===== config.mk =====
export PLATFORM = sky130hd
export DESIGN_NAME = ssd_scan_reader
export DESIGN_NICKNAME = d
export VERILOG_FILES = /design/src/rtl/ssd_pkg.sv /design/src/rtl/ssd_pattern_decoder.sv /design/src/rtl/ssd_scan_reader.sv
export SDC_FILE = /design/constraint.sdc
export NUM_CORES = 1
export LEC_CHECK = 0
export CAP_MARGIN = 30
export CORE_AREA = 2 2 94 96
export DETAILED_ROUTE_END_ITERATION = 7
export DIE_AREA = 0 0 96 98
export SYNTH_ARGS = -nofsm -noshare
export SYNTH_HDL_FRONTEND = slang
export SYNTH_SLANG_ARGS = --single-unit
export TNS_END_PERCENT = 5

===== constraint.sdc =====
create_clock -name clk -period 3.1 [get_ports clk]
set_input_delay 0.62 -clock clk [delete_from_list [all_inputs] [get_ports clk]]
set_output_delay 0.62 -clock clk [all_outputs]
set_load 0.05 [all_outputs]

===== src/rtl/ssd_pkg.sv =====
// Shared constants for the seven-segment display bus: active-low segment
// codes (CA..CG), BCD code points for blank/invalid, and bus bit positions.
package ssd_pkg;

  localparam logic [6:0] SEG_0     = 7'h01;
  localparam logic [6:0] SEG_1     = 7'h4F;
  localparam logic [6:0] SEG_2     = 7'h12;
  localparam logic [6:0] SEG_3     = 7'h06;
  localparam logic [6:0] SEG_4     = 7'h4C;
  localparam logic [6:0] SEG_5     = 7'h24;
  localparam logic [6:0] SEG_6     = 7'h20;
  localparam logic [6:0] SEG_7     = 7'h0F;
  localparam logic [6:0] SEG_8     = 7'h00;
  localparam logic [6:0] SEG_9     = 7'h04;
  localparam logic [6:0] SEG_BLANK = 7'h7F;

  localparam logic [3:0] BCD_BLANK   = 4'hF;
  localparam logic [3:0] BCD_INVALID = 4'hE;

  localparam int SEG_CA_BIT = 7;
  localparam int SEG_CB_BIT = 6;
  localparam int SEG_CC_BIT = 5;
  localparam int SEG_CD_BIT = 4;
  localparam int SEG_CE_BIT = 3;
  localparam int SEG_CF_BIT = 2;
  localparam int SEG_CG_BIT = 1;
  localparam int SEG_DP_BIT = 0;

  typedef struct packed {
    logic [3:0] bcd;
    logic       dp;
    logic       err;
  } digit_t;

endpackage


===== src/rtl/ssd_pattern_decoder.sv =====
// Combinational inverse of the BCD-to-segment decoder: maps an active-low
// CA..CG pattern back to its BCD digit, flagging blank and unknown patterns.
module ssd_pattern_decoder
  import ssd_pkg::*;
(
  input  logic [6:0] seg,
  output logic [3:0] code,
  output logic       is_blank,
  output logic       is_invalid
);

  always_comb begin
    code       = BCD_INVALID;
    is_blank   = 1'b0;
    is_invalid = 1'b0;
    case (seg)
      SEG_0:     code = 4'd0;
      SEG_1:     code = 4'd1;
      SEG_2:     code = 4'd2;
      SEG_3:     code = 4'd3;
      SEG_4:     code = 4'd4;
      SEG_5:     code = 4'd5;
      SEG_6:     code = 4'd6;
      SEG_7:     code = 4'd7;
      SEG_8:     code = 4'd8;
      SEG_9:     code = 4'd9;
      SEG_BLANK: begin
        code     = BCD_BLANK;
        is_blank = 1'b1;
      end
      default:   is_invalid = 1'b1;
    endcase
  end

endmodule


===== src/rtl/ssd_scan_reader.sv =====
// Passive readback of a multiplexed seven-segment display: debounces each
// scanned digit, decodes it into a shadow frame and publishes complete frames.
module ssd_scan_reader
  import ssd_pkg::*;
#(
  parameter int NUM_DIGITS    = 4,
  parameter int STABLE_CYCLES = 8
) (
  input  logic                    clk,
  input  logic                    rst_n,
  input  logic [NUM_DIGITS-1:0]   an,
  input  logic [7:0]              ssd,
  output logic [4*NUM_DIGITS-1:0] bcd_out,
  output logic [NUM_DIGITS-1:0]   dp_out,
  output logic [NUM_DIGITS-1:0]   digit_err,
  output logic                    frame_valid
);

  localparam int CW = $clog2(STABLE_CYCLES + 1);

  logic [NUM_DIGITS-1:0] an_meta_reg, an_sync_reg, an_prev_reg;
  logic [7:0]            ssd_meta_reg, ssd_sync_reg, ssd_prev_reg;
  logic [CW-1:0]         stab_cnt_reg;
  logic [NUM_DIGITS-1:0] seen_reg;
  digit_t [NUM_DIGITS-1:0] shadow_reg;

  logic                  changed;
  logic [NUM_DIGITS-1:0] sel;
  logic                  capture;
  logic                  publish;
  logic [3:0]            dec_code;
  logic                  dec_blank;
  logic                  dec_invalid;
  digit_t                capt_digit;

  // Both buses idle high, so all-ones reads as "display off".
  always_ff @(posedge clk or negedge rst_n) begin
    if (!rst_n) begin
      an_meta_reg  <= '1;
      an_sync_reg  <= '1;
      an_prev_reg  <= '1;
      ssd_meta_reg <= '1;
      ssd_sync_reg <= '1;
      ssd_prev_reg <= '1;
    end else begin
      an_meta_reg  <= an;
      an_sync_reg  <= an_meta_reg;
      an_prev_reg  <= an_sync_reg;
      ssd_meta_reg <= ssd;
      ssd_sync_reg <= ssd_meta_reg;
      ssd_prev_reg <= ssd_sync_reg;
    end
  end

  assign changed = {an_sync_reg, ssd_sync_reg} != {an_prev_reg, ssd_prev_reg};

  always_ff @(posedge clk or negedge rst_n) begin
    if (!rst_n) begin
      stab_cnt_reg <= '0;
    end else if (changed) begin
      stab_cnt_reg <= '0;
    end else if (stab_cnt_reg != CW'(STABLE_CYCLES)) begin
      stab_cnt_reg <= stab_cnt_reg + CW'(1);
    end
  end

  // The count only passes through STABLE_CYCLES-1 once per stable pattern,
  // so this single transition is the one-shot capture strobe.
  assign sel     = ~an_sync_reg;
  assign capture = !changed && (stab_cnt_reg == CW'(STABLE_CYCLES - 2)) && $onehot(sel);
  assign publish = &seen_reg;

  ssd_pattern_decoder u_decoder (
    .seg        (ssd_sync_reg[SEG_CA_BIT:SEG_CG_BIT]),
    .code       (dec_code),
    .is_blank   (dec_blank),
    .is_invalid (dec_invalid)
  );

  always_comb begin
    capt_digit.bcd = dec_code;
    capt_digit.dp  = ~ssd_sync_reg[SEG_DP_BIT];
    capt_digit.err = dec_invalid & ~dec_blank;
  end

  // A capture in the publish cycle lands after the seen clear, so it opens
  // the next frame rather than being lost.
  always_ff @(posedge clk or negedge rst_n) begin
    if (!rst_n) begin
      seen_reg    <= '0;
      frame_valid <= 1'b0;
      bcd_out     <= '1;
      dp_out      <= '0;
      digit_err   <= '0;
      for (int i = 0; i < NUM_DIGITS; i++) begin
        shadow_reg[i] <= '{bcd: BCD_BLANK, dp: 1'b0, err: 1'b0};
      end
    end else begin
      frame_valid <= publish;
      for (int i = 0; i < NUM_DIGITS; i++) begin
        if (publish) begin
          bcd_out[4*i +: 4] <= shadow_reg[i].bcd;
          dp_out[i]         <= shadow_reg[i].dp;
          digit_err[i]      <= shadow_reg[i].err;
          seen_reg[i]       <= 1'b0;
        end
        if (capture && sel[i]) begin
          shadow_reg[i] <= capt_digit;
          seen_reg[i]   <= 1'b1;
        end
      end
    end
  end

endmodule


* Word level (Yosys, flattened, before mapping)
Cells that the tools add are included.
** Cells by class
- Bitwise gates (word level) :: 4
- Reduce and logical (&&, ||, !) cells :: 15
- Multiplexer cells :: 10
- Add/sub/neg operators :: 4
- Eq/ne operators :: 14
** Operator list (number)
- one-hot mux 4 bit (11 select lines) :: 1
- == test 7 bit (second input constant) :: 3
- == test 7 x 3 -> 1 bit (second input constant) :: 2
- == test 7 x 6 -> 1 bit (second input constant) :: 2
- != test 12 bit :: 1
- OR reduction 11 bit :: 1
- nonzero test 2 bit :: 5
- two-way mux 4 bit :: 2
- == test 7 x 1 -> 1 bit (second input constant) :: 1
- == test 7 x 4 -> 1 bit (second input constant) :: 1
- == test 7 x 5 -> 1 bit (second input constant) :: 1
- zero test 7 bit :: 1
- two-way mux 1 bit :: 7
- logical AND 1 bit :: 6
- adder 1 x 1 -> 2 bit :: 2
- adder 4 x 1 -> 4 bit (second input constant) :: 1
- == test 4 x 3 -> 1 bit (second input constant) :: 1
- != test 4 bit (second input constant) :: 1
- NOT 4 bit :: 1
- AND reduction 4 bit :: 1
- adder 2 x 2 -> 3 bit :: 1
- == test 3 x 1 -> 1 bit (second input constant) :: 1
- NOT 1 bit :: 2
- AND 1 bit :: 1
- zero test 1 bit :: 1
** Word-level totals
- Register bits :: 93
- Bits of input ports :: 14

* Depth between registers and ports, before layout
- Depth in word-level cells :: 7
- Depth in mapped cells :: 8
- Mapped depth without buffers :: 7

* Hierarchy
From an unflattened synthesis, not the netlist that was laid out.
** Second synthesis, totals
- Cell total of the unflattened synthesis :: 288
- Area, all modules :: 3749.8 µm²
** Modules (own cells, without submodules)
- ssd_scan_reader :: instances 1, area an instance 3478.3 µm², cells each 250
- ssd_pattern_decoder :: instances 1, area an instance 271.5 µm², cells each 38

* Least setup slack after synthesis
OpenSTA, ideal clock, no wires.
- Path kind :: register -> register
- From :: register an_sync_reg[1]
- To :: register shadow_reg[14] (netlist bit)
- Setup time :: 0.082 ns
- Setup slack :: 0.489 ns
- Path buffers :: 1
- Clock period less this slack :: 2.611 ns
- Data arrival time :: 2.529 ns
- Stages on the path, launching flop included :: 9
- Path through :: dfstp_2 fa_1 inv_1 ha_1 ha_1 or3_1 or3_1 buf_6 mux2_4
** On the way
- Cells in the longest elaborated chain, start to end :: 6
** RTL lines
- start, declared :: line ssd_scan_reader.sv:21 : logic [NUM_DIGITS-1:0] an_meta_reg, an_sync_reg, an_prev_reg;
- start signal, assigned :: line ssd_scan_reader.sv:47 : an_sync_reg <= an_meta_reg;
- NOT 4 bit :: line ssd_scan_reader.sv:69 : assign sel = ~an_sync_reg;
- adder 1 x 1 -> 2 bit (not written as such) :: line ssd_scan_reader.sv:70 : assign capture = !changed && (stab_cnt_reg == CW'(STABLE_CYCLES - 2)) && $onehot(sel);
- adder 2 x 2 -> 3 bit (not written as such) :: line ssd_scan_reader.sv:70
- == test 3 x 1 -> 1 bit :: line ssd_scan_reader.sv:70
- logical AND 1 bit (*) :: line ssd_scan_reader.sv:70
- logical AND 1 bit (*) :: line ssd_scan_reader.sv:107 : if (capture && sel[i]) begin
- end signal, assigned by index :: line ssd_scan_reader.sv:96 : shadow_reg[i] <= '{bcd: BCD_BLANK, dp: 1'b0, err: 1'b0};
- end signal, assigned by index :: line ssd_scan_reader.sv:108 : shadow_reg[i] <= capt_digit;
- end, declared :: line ssd_scan_reader.sv:25 : digit_t [NUM_DIGITS-1:0] shadow_reg;
Every way passes the cells marked *; elsewhere a longest branch is shown, timed or not.
A chain may end at the register's enable or synchronous reset.

* Worst setup path in the final report
- From :: register an_sync_reg[1]
- To :: register shadow_reg[9] (netlist bit)
** On the way
- Cells in the longest elaborated chain, start to end :: 6
** RTL lines (line)
- NOT 4 bit :: ssd_scan_reader.sv:69
- adder 1 x 1 -> 2 bit (not written as such) :: ssd_scan_reader.sv:70
- adder 2 x 2 -> 3 bit (not written as such) :: ssd_scan_reader.sv:70
- == test 3 x 1 -> 1 bit :: ssd_scan_reader.sv:70
- logical AND 1 bit :: ssd_scan_reader.sv:70
- logical AND 1 bit (*) :: ssd_scan_reader.sv:107
Marked as above.

==> results.toml <==
[finish]
diodes = 0
drive_gt1_frac = 0.297
nNetsFinal = 348
final_cell_mix = "dfstp_2, nand2_1, clkdlybuf4s50_1, dfrtp_1, inv_1"
final_cell_area_um2 = 4330
layout.cells.non_filler = 441
area_growth_pct = 17.6
layout_commonest_cell = "dfstp_2"
largest_reg_flops = 24

[drt]
vias = 2043
drc = 0
first_pass_iters = 4
wl_per_cell_um = 13.2
routed_wl_mm = 5.81
drtIter0Drc = 47
ant_nets = 0
routed_via_density = 4.63

[setup_path]
required_ps = 3390
cpPeakStageDelay_ps = 570
endpoint_kind = "register"
worst_setup_path_start_kind = "register"
worstReg2RegStart = "an_sync_reg[1]"
crit_type = "reg2reg"
crit_arrival_ps = 3120
crit_path_start = "an_sync_reg[1]"
crit_chain = "fa_1, inv_1, ha_1, ha_1, or3_1, or3_1, mux2_4"
reg2reg_depth = 7
cp_max_fo = 7
cp_slowest_cell = "dfstp_2"

[clock_tree]
cts_tree = "done"
ctsHoldBuffers = 0
clk_latency_ps = 360
post-cts-setup-buffer-count = 0
clkTransAtPathRegs_ps = 90
cts_num_sinks = 93
cts.path.max_buffers = 2
htreeDepth = 3
cts_made_buffers = 9
cts_resized = 0
root_buffer = "clkbuf_8"

[global_routing]
grt_max_degree = 42
grt-ovfl-total = 0
grtUsageTotal = 0.140
antenna_found_initial = 0
grt_pass1_wl_mm = 10.0
grt_pass1_vias = 2075

[timing]
finalHoldViolCount = 0
slew_violations = 0
setup_viol = 0
hold_ws_ps = 226
rsz0062_at_grt = "false"
fin_skew_ps = 13.0
setup_slack_ps = 270
fmax_ghz = 0.353
min_period_ps = 2830
slew_headroom = 0.633
tightest_slew_ps = 551
tns_ps = 0
finalCritPeriodShare = 0.913

[pwr]
p_switching_w = 0.000472
p_sw_frac = 0.218
power_frac_comb = 0.038
p_clk_frac = 0.371
p_int_w = 0.00169
seq_power_share = 0.592
power.leakage_nw = 1.90
p_per_area_nw_per_um2 = 499
ir_drop_uv = 335

[yosys]
synth-seq-area-share = 0.655
syn-instance-count = 288
yosys.cell_types.count = 38
syn-num-nets = 308
syn-cell-area_um2 = 3680
yosysWarnings = 0
syn-mean-instance-area_um2 = 12.8
synth-seq-cells = 93

[place]
gp_congestion = 0.770
placed_cell_area_um2 = 4130
preCtsSetupSlack_ps = 262
dp.cells = 425
port_buffers = 38
hpwl_mm = 4.10

[floorplan]
core_um2 = 8470
start_util = 0.435
rows = 34
die_w_um = 96
die_y_um = 98
boundaryPins = 39
die_area_um2 = 9410

[outcome]
run_status = "finished clean"

[job]
drv_cap = 0

[hold_path]
min_path_type = "in2async"
## through the flow
step,total power [W],util
finish,0.00216,0.512
CTS,0.00220,0.512
global placement,0.00138,0.488
floorplan,0.00133,-
global route,0.00226,0.512
detailed placement,0.00138,0.488
## power by group through the flow
stage,logic (W),clock network (W),registers [W]
detailed placement,0.0000833,0,0.00130
finish,0.0000812,0.000801,0.00128
floorplan,0.0000407,0,0.00129
global placement,0.0000829,0,0.00130
global route,0.0000931,0.000885,0.00128
CTS,0.0000841,0.000833,0.00128
## synth_stat cells
master / instances / area [um^2]
xnor2_1: 2 / 17.5
clkbuf_1: 4 / 15.0
buf_2: 1 / 5.00
o21ba_2: 1 / 10.0
mux2_4: 8 / 120
nor4_2: 2 / 25.0
dfstp_2: 68 / 1790
nor2_1: 7 / 26.3
o22ai_1: 1 / 6.26
nand3b_1: 1 / 7.51
fa_1: 1 / 20.0
o21ai_0: 18 / 90.1
nand4b_1: 1 / 8.76
mux2i_1: 17 / 170
a211oi_1: 2 / 15.0
nor4_1: 1 / 6.26
or3_1: 6 / 37.5
a211o_1: 1 / 8.76
or4_1: 1 / 7.51
xor2_1: 13 / 114
clkinv_1: 1 / 3.75
a221oi_1: 1 / 8.76
dfrtp_1: 25 / 626
a311o_1: 1 / 10.0
nand3_1: 3 / 15.0
ha_1: 5 / 62.6
a21o_1: 1 / 7.51
buf_6: 7 / 78.8
nand4_1: 2 / 12.5
a21oi_1: 4 / 20.0
or3b_1: 1 / 8.76
inv_1: 21 / 78.8
or4b_1: 1 / 10.0
a31oi_1: 1 / 6.26
nand2_1: 51 / 191
nor3_1: 2 / 10.0
nand2b_1: 4 / 25.0
nand3_2: 1 / 10.0
## area by class of cell
| class | instances | area [um^2] |
|---|---|---|
| Fill cell | 729 | 4130 |
| Multi-Input combinational cell | 161 | 1090 |
| Clock buffer | 11 | 141 |
| Timing Repair Buffer | 41 | 413 |
| Clock inverter | 5 | 58.8 |
| Tap cell | 108 | 135 |
| Sequential cell | 93 | 2410 |
| Inverter | 22 | 82.6 |
## path summary, 6_finish.rpt
check	end	slack, ps
worst max-delay path	shadow_reg[9]	270
worst min-delay path	digit_err[0]	230
worst max register to register	shadow_reg[9]	270
worst min register to register	ssd_sync_reg[1]	360
max in group asynchronous	shadow_reg[21]	2200
min in group clk	ssd_sync_reg[1]	360
## critical path, delay by kind of cell, from the launching register on
family                   cells  cell delay, ps
adder cells (fa/ha/maj)      3             780
buffers and inverters        1              70
flip-flops                   1             570
multiplexers                 1             360
AND/OR/NAND/NOR              2             980
## routing by layer
layer	routed length [um]	GRT usage	part of all wire
met4	128	0.0659	0.022
met1	2820	0.196	0.48
met3	187	0.0324	0.032
met2	2680	0.206	0.46
met5	0	0	0
## cells by family after synthesis
| kind of cell | count (synthesis) | synth area share |
|---|---|---|
| muxes | 25 | 0.0788 |
| xor gates and xnor gates | 15 | 0.0357 |
| AOI/OAI and AO/OA | 31 | 0.0496 |
| buffers and inverters | 34 | 0.0493 |
| and+or+nand+nor | 84 | 0.109 |
| DFF | 93 | 0.655 |
| adders and majority gates | 6 | 0.0224 |
Note: power is estimated with default switching activity, not from simulation.
